### src/rtl/apb_cmd_master.sv
// apb_cmd_master
// Turns a simple valid/ready command stream into single APB transfers and
// returns one response per command. One transfer is outstanding at a time.
//
// Parameters
//   ADDR_WIDTH  width of cmd_addr / PADDR (3..32)
//   TIMEOUT     ACCESS cycles allowed without PREADY before aborting;
//               0 waits forever (0..65535)
//
// Ports
//   PCLK, PRESET        clock, asynchronous active-high reset
//   cmd_valid/ready     command handshake; cmd_write, cmd_addr, cmd_wdata payload
//   rsp_valid/ready     response handshake; rsp_rdata, rsp_err, rsp_timeout payload
//   PADDR, PSEL, PENABLE, PWRITE, PWDATA   APB initiator outputs (all registered)
//   PRDATA, PREADY, PSLVERR                APB completer inputs
module apb_cmd_master #(
    parameter int ADDR_WIDTH = 32,
    parameter int TIMEOUT    = 255
) (
    input  logic                  PCLK,
    input  logic                  PRESET,
    input  logic                  cmd_valid,
    output logic                  cmd_ready,
    input  logic                  cmd_write,
    input  logic [ADDR_WIDTH-1:0] cmd_addr,
    input  logic [31:0]           cmd_wdata,
    output logic                  rsp_valid,
    input  logic                  rsp_ready,
    output logic [31:0]           rsp_rdata,
    output logic                  rsp_err,
    output logic                  rsp_timeout,
    output logic [ADDR_WIDTH-1:0] PADDR,
    output logic                  PSEL,
    output logic                  PENABLE,
    output logic                  PWRITE,
    output logic [31:0]           PWDATA,
    input  logic [31:0]           PRDATA,
    input  logic                  PREADY,
    input  logic                  PSLVERR
);

    typedef enum logic [1:0] {
        IDLE   = 2'd0,
        SETUP  = 2'd1,
        ACCESS = 2'd2,
        RESP   = 2'd3
    } state_t;

    localparam logic        TO_EN   = (TIMEOUT != 0);
    // Value of the wait counter on the last permitted ACCESS cycle.
    localparam logic [15:0] TO_LAST = (TIMEOUT == 0) ? 16'd0 : 16'(TIMEOUT - 1);

    state_t                  state_q, state_d;
    logic [15:0]             wait_q, wait_d;
    logic                    cmd_ready_q, cmd_ready_d;
    logic                    psel_q, psel_d;
    logic                    penable_q, penable_d;
    logic                    pwrite_q, pwrite_d;
    logic [ADDR_WIDTH-1:0]   paddr_q, paddr_d;
    logic [31:0]             pwdata_q, pwdata_d;
    logic                    rsp_valid_q, rsp_valid_d;
    logic [31:0]             rsp_rdata_q, rsp_rdata_d;
    logic                    rsp_err_q, rsp_err_d;
    logic                    rsp_timeout_q, rsp_timeout_d;

    // Every output is computed for the next state so it comes straight
    // from a flop.
    always_comb begin
        state_d       = state_q;
        wait_d        = wait_q;
        cmd_ready_d   = cmd_ready_q;
        psel_d        = psel_q;
        penable_d     = penable_q;
        pwrite_d      = pwrite_q;
        paddr_d       = paddr_q;
        pwdata_d      = pwdata_q;
        rsp_valid_d   = rsp_valid_q;
        rsp_rdata_d   = rsp_rdata_q;
        rsp_err_d     = rsp_err_q;
        rsp_timeout_d = rsp_timeout_q;

        case (state_q)
            IDLE: begin
                if (cmd_valid && cmd_ready_q) begin
                    state_d     = SETUP;
                    cmd_ready_d = 1'b0;
                    psel_d      = 1'b1;
                    penable_d   = 1'b0;
                    pwrite_d    = cmd_write;
                    // Transfers are word aligned; low address bits are dropped.
                    paddr_d     = {cmd_addr[ADDR_WIDTH-1:2], 2'b00};
                    pwdata_d    = cmd_wdata;
                end
            end
            SETUP: begin
                state_d   = ACCESS;
                penable_d = 1'b1;
            end
            ACCESS: begin
                // PREADY wins even on the cycle the timeout would fire.
                if (PREADY) begin
                    state_d       = RESP;
                    psel_d        = 1'b0;
                    penable_d     = 1'b0;
                    rsp_valid_d   = 1'b1;
                    rsp_rdata_d   = pwrite_q ? 32'd0 : PRDATA;
                    rsp_err_d     = PSLVERR;
                    rsp_timeout_d = 1'b0;
                end else if (TO_EN && (wait_q == TO_LAST)) begin
                    state_d       = RESP;
                    psel_d        = 1'b0;
                    penable_d     = 1'b0;
                    rsp_valid_d   = 1'b1;
                    rsp_rdata_d   = 32'd0;
                    rsp_err_d     = 1'b1;
                    rsp_timeout_d = 1'b1;
                end else if (wait_q != 16'hFFFF) begin
                    // Saturate so an unbounded wait never wraps.
                    wait_d = wait_q + 16'd1;
                end
            end
            RESP: begin
                if (rsp_ready) begin
                    state_d     = IDLE;
                    rsp_valid_d = 1'b0;
                    cmd_ready_d = 1'b1;
                    wait_d      = 16'd0;
                end
            end
            default: begin
                state_d = IDLE;
            end
        endcase
    end

    always_ff @(posedge PCLK or posedge PRESET) begin
        if (PRESET) begin
            state_q       <= IDLE;
            wait_q        <= 16'd0;
            cmd_ready_q   <= 1'b1;
            psel_q        <= 1'b0;
            penable_q     <= 1'b0;
            pwrite_q      <= 1'b0;
            paddr_q       <= '0;
            pwdata_q      <= 32'd0;
            rsp_valid_q   <= 1'b0;
            rsp_rdata_q   <= 32'd0;
            rsp_err_q     <= 1'b0;
            rsp_timeout_q <= 1'b0;
        end else begin
            state_q       <= state_d;
            wait_q        <= wait_d;
            cmd_ready_q   <= cmd_ready_d;
            psel_q        <= psel_d;
            penable_q     <= penable_d;
            pwrite_q      <= pwrite_d;
            paddr_q       <= paddr_d;
            pwdata_q      <= pwdata_d;
            rsp_valid_q   <= rsp_valid_d;
            rsp_rdata_q   <= rsp_rdata_d;
            rsp_err_q     <= rsp_err_d;
            rsp_timeout_q <= rsp_timeout_d;
        end
    end

    assign cmd_ready   = cmd_ready_q;
    assign PSEL        = psel_q;
    assign PENABLE     = penable_q;
    assign PWRITE      = pwrite_q;
    assign PADDR       = paddr_q;
    assign PWDATA      = pwdata_q;
    assign rsp_valid   = rsp_valid_q;
    assign rsp_rdata   = rsp_rdata_q;
    assign rsp_err     = rsp_err_q;
    assign rsp_timeout = rsp_timeout_q;

endmodule

### config.mk
export PLATFORM = sky130hd
export DESIGN_NAME = apb_cmd_master
export DESIGN_NICKNAME = d
export VERILOG_FILES = /design/src/rtl/apb_cmd_master.sv
export SDC_FILE = /design/constraint.sdc
export NUM_CORES = 1
export LEC_CHECK = 0
export CORE_MARGIN = 1.5
export CORE_UTILIZATION = 35
export CTS_CLUSTER_DIAMETER = 30
export CTS_CLUSTER_SIZE = 25
export DETAILED_ROUTE_END_ITERATION = 10
export DONT_BUFFER_PORTS = 1
export GPL_TIMING_DRIVEN = 0
export PLACE_DENSITY = 0.55
export SETUP_SLACK_MARGIN = 0.2
export SYNTH_ARGS = -nofsm -noshare
export SYNTH_HDL_FRONTEND = slang
export SYNTH_SLANG_ARGS = --single-unit
### constraint.sdc
create_clock -name PCLK -period 4.7 [get_ports PCLK]
set_clock_uncertainty 0.05 [all_clocks]
set_input_delay 1.41 -clock PCLK [delete_from_list [all_inputs] [get_ports PCLK]]
set_output_delay 1.41 -clock PCLK [all_outputs]
set_load 0.03 [all_outputs]
## After elaboration in Yosys (flattened, before gate mapping)

Index checks and enable logic that the tools add are counted.
Widths: inputs -> output; s select.

| word-level totals | value |
|---|---|
| output and inout port bits | 103 |
| logic and storage cells | 66 |
| bits of input ports | 103 |
| flip-flop bits (word level) | 119 |

| operators by class | value |
|---|---|
| add/subtract/negate cells | 1 |
| eq/ne operators | 11 |
| reductions and logical operators | 15 |
| muxes and demuxes | 27 |

Operator list:

| cell | count |
|---|---|
| $mux 32 | 3 |
| $mux 16 | 4 |
| $pmux 16 s2 | 1 |
| $add 16x1->16 const B | 1 |
| $eq 16x8->1 const B | 1 |
| $ne 16x16->1 const B | 1 |
| $reduce_and 3->1 | 5 |
| $mux 1 | 10 |
| $ne 2x2->1 const B | 5 |
| $mux 2 | 4 |
| $pmux 2 s4 | 1 |
| $reduce_bool 2->1 | 4 |
| $pmux 1 s2 | 3 |
| $reduce_and 5->1 | 1 |
| $eq 2x2->1 const B | 2 |
| $reduce_and 2->1 | 2 |
| $ne 3x3->1 const B | 1 |
| $pmux 1 s3 | 1 |
| $reduce_bool 3->1 | 1 |
| $eq 2x1->1 const B | 1 |
| $logic_not 2->1 | 1 |
| $logic_and 1x1->1 | 1 |

## Logic depth before layout (Yosys ltp)

| logic depth | value |
|---|---|
| depth in word-level cells | 5 |
| depth in mapped cells | 10 |
| gate-level depth less buffers | 7 |

## Worst setup path after synthesis

OpenSTA, ideal clock, no wires.

| timing path | value |
|---|---|
| path kind | input to register |
| from | input PREADY |
| to | register wait_q[12] |
| path slack | 1,986 ps |
| buffers on the path | 2 |
| stages | 7 |
| arrival time | 2,535 ps |
| required time | 4,521 ps |
| setup time | 129 ps |
| cell sequence | and2_1 -> clkbuf_1 -> a21o_1 -> a211o_1 -> buf_2 -> o21ai_0 -> o41ai_1 |

| between the ends | value |
|---|---|
| word-level cells in the longest chain between the ends | 2 |

Ends and longest elaborated chain:

| what | RTL line | RTL |
|---|---|---|
| start: declaration | 38 | `input logic PREADY,` |
| $ne 2x2->1 (no source line) | - |  |
| $reduce_and 5->1 (no source line) | - |  |
| end signal: assignment | 152 | `wait_q <= wait_d;` |
| end: declaration | 54 | `logic [15:0] wait_q, wait_d;` |

Every way passes these cells.
A chain may end at the register's enable or synchronous reset.

## Final worst setup path

| timing path | value |
|---|---|
| from | register state_q[0] |
| to | register wait_q[13] |

| between the ends | value |
|---|---|
| word-level cells in the longest chain between the ends | 3 |
| elaborated cells between the ends (all ways) | 9 |
| classes of those cells | 6 x eq/ne; 1 x mux; 2 x reduce/logical |

Ends and longest elaborated chain:

| what | RTL line | RTL |
|---|---|---|
| start: declaration | 53 | `state_t state_q, state_d;` |
| start signal: assignment | 151 | `state_q <= state_d;` |
| $eq 2x2->1 | 82 | `case (state_q)` |
| $ne 2x2->1 (no source line) / $reduce_bool 2->1 (equally long branches) | - |  |
| $reduce_and 5->1 (no source line) | - |  |

Several ways; a longest one is shown, not always the timed one.

==> run_results.csv <==
group,metric,value,unit
route,route.met2.wl,5920,microns
setup_path,path_cells,"inv_1 -> ha_1 -> and4bb_2 -> and4_1 -> buf_6 -> nor2_2 -> nand2_1 -> o41ai_1",
setup_path,critPathSlowestCell,"dfrtp_1",
route,viasPerCell,5.28,
power_and_ir_drop,vdd_drop_max,0.332,mV
clock_network,clk_pin_slew,60,ps
cells_and_area,drive_gt1_frac,0.273,
route,drt-met1-wl,4920,microns
floorplanning,ios,206,
place,gp_congestion,0.846,
logic_synthesis,synth_top_family_by_area,"multiplexers",
flow_run,max_cap_violations,0,
global_route,antenna_found_initial,0,
route,routed.top_layer,"met4",
setup_path,critPathMaxStageDelay,420,ps
route,num_vias,3237,
sta,fmax,368,MHz
outcome,status,"completed",
power_and_ir_drop,p_per_area,837,nW/um^2
sta,setup_viol,0,
logic_synthesis,synth_ff_type,"dfrtp_1",
logic_synthesis,ys_ff_latch,119,
logic_synthesis,synth_commonest_cells,"118 x dfrtp_1, 65 x mux2_2, 40 x nand2_1, 24 x nand3_1, 19 x a22o_1",
logic_synthesis,ys.warnings.count,0,
logic_synthesis,avgSynthCellArea,12.6,sq um
route,postRouteAntennaNets,0,
cells_and_area,final.fill_count,1295,
sta,drv_slew,0,
sta,tightest_slew,559,ps
setup_path,crit_type,"reg2reg",
clock_network,cts_hold_buf,0,
logic_synthesis,synthCells,397,
logic_synthesis,synth.area.top_cells,"dfrtp_1 59%, mux2_2 15%, a22o_1 3.3%",
setup_path,arrival,2970,ps
logic_synthesis,synthXorXnorAreaFrac,0,
floorplanning,dieHeight,122,microns
cells_and_area,layout.nets,531,
setup_path,cp_data_required_time,4950,ps
global_route,grt_pass1_wl,17800,microns
setup_path,cp-start-kind,"flip-flop",
clock_network,clock_sinks,119,
floorplanning,dieArea,15000,sq um
clock_network,root_buffer,"clkbuf_16",
route,wl_met3,882,microns
sta,min_period,2720,ps
clock_network,cts_buffer_depth,2,
cells_and_area,diodes,0,
logic_synthesis,muxShareOfSynthArea,0.155,
sta,fin_setup_tns,0,ps
logic_synthesis,synth_compound_gate_area_share,0.0868,
route,post-route-drc-count,0,
clock_network,ctsHtreeMaxLevel,4,
logic_synthesis,synthArstFlopShare,1.00,
setup_path,worst-path-max-fanout,9,
logic_synthesis,yosysTopAreaCell,"dfrtp_1",
logic_synthesis,synth_edf_count,0,
clock_network,cts_setup_buffers,0,
route,wl,12000,microns
cells_and_area,area_growth,18.1,%
sta,period_share,0.578,
power_and_ir_drop,power.total,0.00493,W
global_route,grt_pass1_vias,3314,
floorplanning,initial_core_util,0.359,
logic_synthesis,syn_area,4990,sq um
route,drt_first_iter_violations,218,
place,portBuffers,0,
logic_synthesis,synthAdderAreaFrac,0.0201,
sta,grt_setup_unrepaired,"false",
route,first_pass_iters,4,
logic_synthesis,synthMostInstantiatedCell,"dfrtp_1",
logic_synthesis,synth-simple-area-share,0.105,
logic_synthesis,yosysSeqAreaShare,0.597,
floorplanning,die_w,122,microns
clock_network,clkLatencyLatePin,410,ps
sta,slew_headroom,0.624,
global_route,globalRoute.totalOverflow,0,
place,hpwl,8620,microns
clock_network,cts_resized,0,
global_route,grt_usage,0.160,
logic_synthesis,synth.distinct_cells,44,
global_route,grt_start_max_net_pins,42,
clock_network,cts_tree,"built",
hold_path,holdCritPathClass,"reg2reg",
floorplanning,rows,43,
floorplanning,core_area,13900,sq um
route,post_drt_wl_per_cell,19.5,microns
setup_path,end_kind,"flip-flop",
power_and_ir_drop,power_leakage,2.62,nW
logic_synthesis,yosys.area.top_type_share,0.592,
clock_network,numCtsBuffers,17,
sta,hold_viol,0,
## routing by layer
layer | GRT usage | vias to the layer above
met5 | 0 | -
met2 | 0.255 | 135
li1 | - | 1463
met4 | 0.0741 | 0
met1 | 0.196 | 1618
met3 | 0.0548 | 21
## logic make-up (layout without fill, tap and decap cells)
| family | count (synthesis) | count (layout) |
|---|---|---|
| AOI/OAI and AO/OA | 62 | 62 |
| DFF | 119 | 119 |
| adders and majority gates | 8 | 8 |
| other | 1 | 2 |
| and+or+nand+nor | 101 | 101 |
| buffers and inverters | 37 | 72 |
| muxes | 69 | 69 |
## critical path, delay by kind of cell, from the launching register on
family / cells / cell delay (ps)
flops: 1 / 420
fa+ha+maj: 1 / 350
buf+inv: 2 / 250
simple gates: 4 / 1160
compound gates: 1 / 380
## layout by cell type (no fill, tap or decap), types with 7 or more instances in the layout
| cell | instances |
|---|---|
| dfrtp_1 | 118 |
| clkbuf_1 | 16 |
| a22o_1 | 19 |
| nor2_1 | 7 |
| a21oi_1 | 11 |
| o21ai_0 | 14 |
| inv_1 | 12 |
| nand3_1 | 24 |
| mux2_2 | 65 |
| ha_1 | 8 |
| clkbuf_16 | 17 |
| nand2_1 | 40 |
## through the flow
step	worst slack (ps)	instances	utilization	cell area, sq um	hold WS (ps)
after CTS	1970	613	0.424	5890	458
after global placement	1200	578	0.376	5220	449
after floorplan	1790	398	-	5000	423
final	1980	613	0.424	5890	457
after detailed placement	1610	581	0.380	5280	451
after global routing	1870	613	0.424	5890	497
## final timing paths
kind | startpoint | to | slack, ps | depth (start not counted)
worst min-delay path | wait_q[7]$_DFFE_PP0P_ | wait_q[7]$_DFFE_PP0P_ | 460 | 1
worst max register to register | state_q[0]$_DFFE_PP0P_ | wait_q[13]$_DFFE_PP0P_ | 1980 | 8
worst min register to register | wait_q[7]$_DFFE_PP0P_ | wait_q[7]$_DFFE_PP0P_ | 460 | 1
min in group asynchronous | PRESET | PADDR[12]$_DFFE_PP0P_ | 800 | 1
worst max-delay path | state_q[0]$_DFFE_PP0P_ | wait_q[13]$_DFFE_PP0P_ | 1980 | 8
max in group asynchronous | PRESET | rsp_rdata[29]$_DFFE_PP0P_ | 3050 | 3
## cell type report
type	count	area [sq um]	area share
sequential	119	2980	0.506
clock buffer	21	460	0.0782
clock inverter	11	148	0.0251
buffer	24	126	0.0215
multi-input combinational	242	1840	0.312
timing repair buffer	3	60.1	0.0102
tap	180	225	0.0382
inverter	13	52.6	0.00892
## flip-flops by register name (all words and copies together), names as in the netlist
register     cells
PENABLE          1
PWDATA          32
rsp_err          1
wait_q          16
PWRITE           1
cmd_ready        1
rsp_valid        1
PADDR           30
rsp_timeout      1
PSEL             1
rsp_rdata       32
state_q          2
## report_power, final
| part | switching (W) | internal [W] |
|---|---|---|
| combinational | 0.000489 | 0.000505 |
| clock | 0.000461 | 0.000861 |
| sequential | 0.00116 | 0.00145 |
No activity file was read; power rests on OpenSTA's default activity.
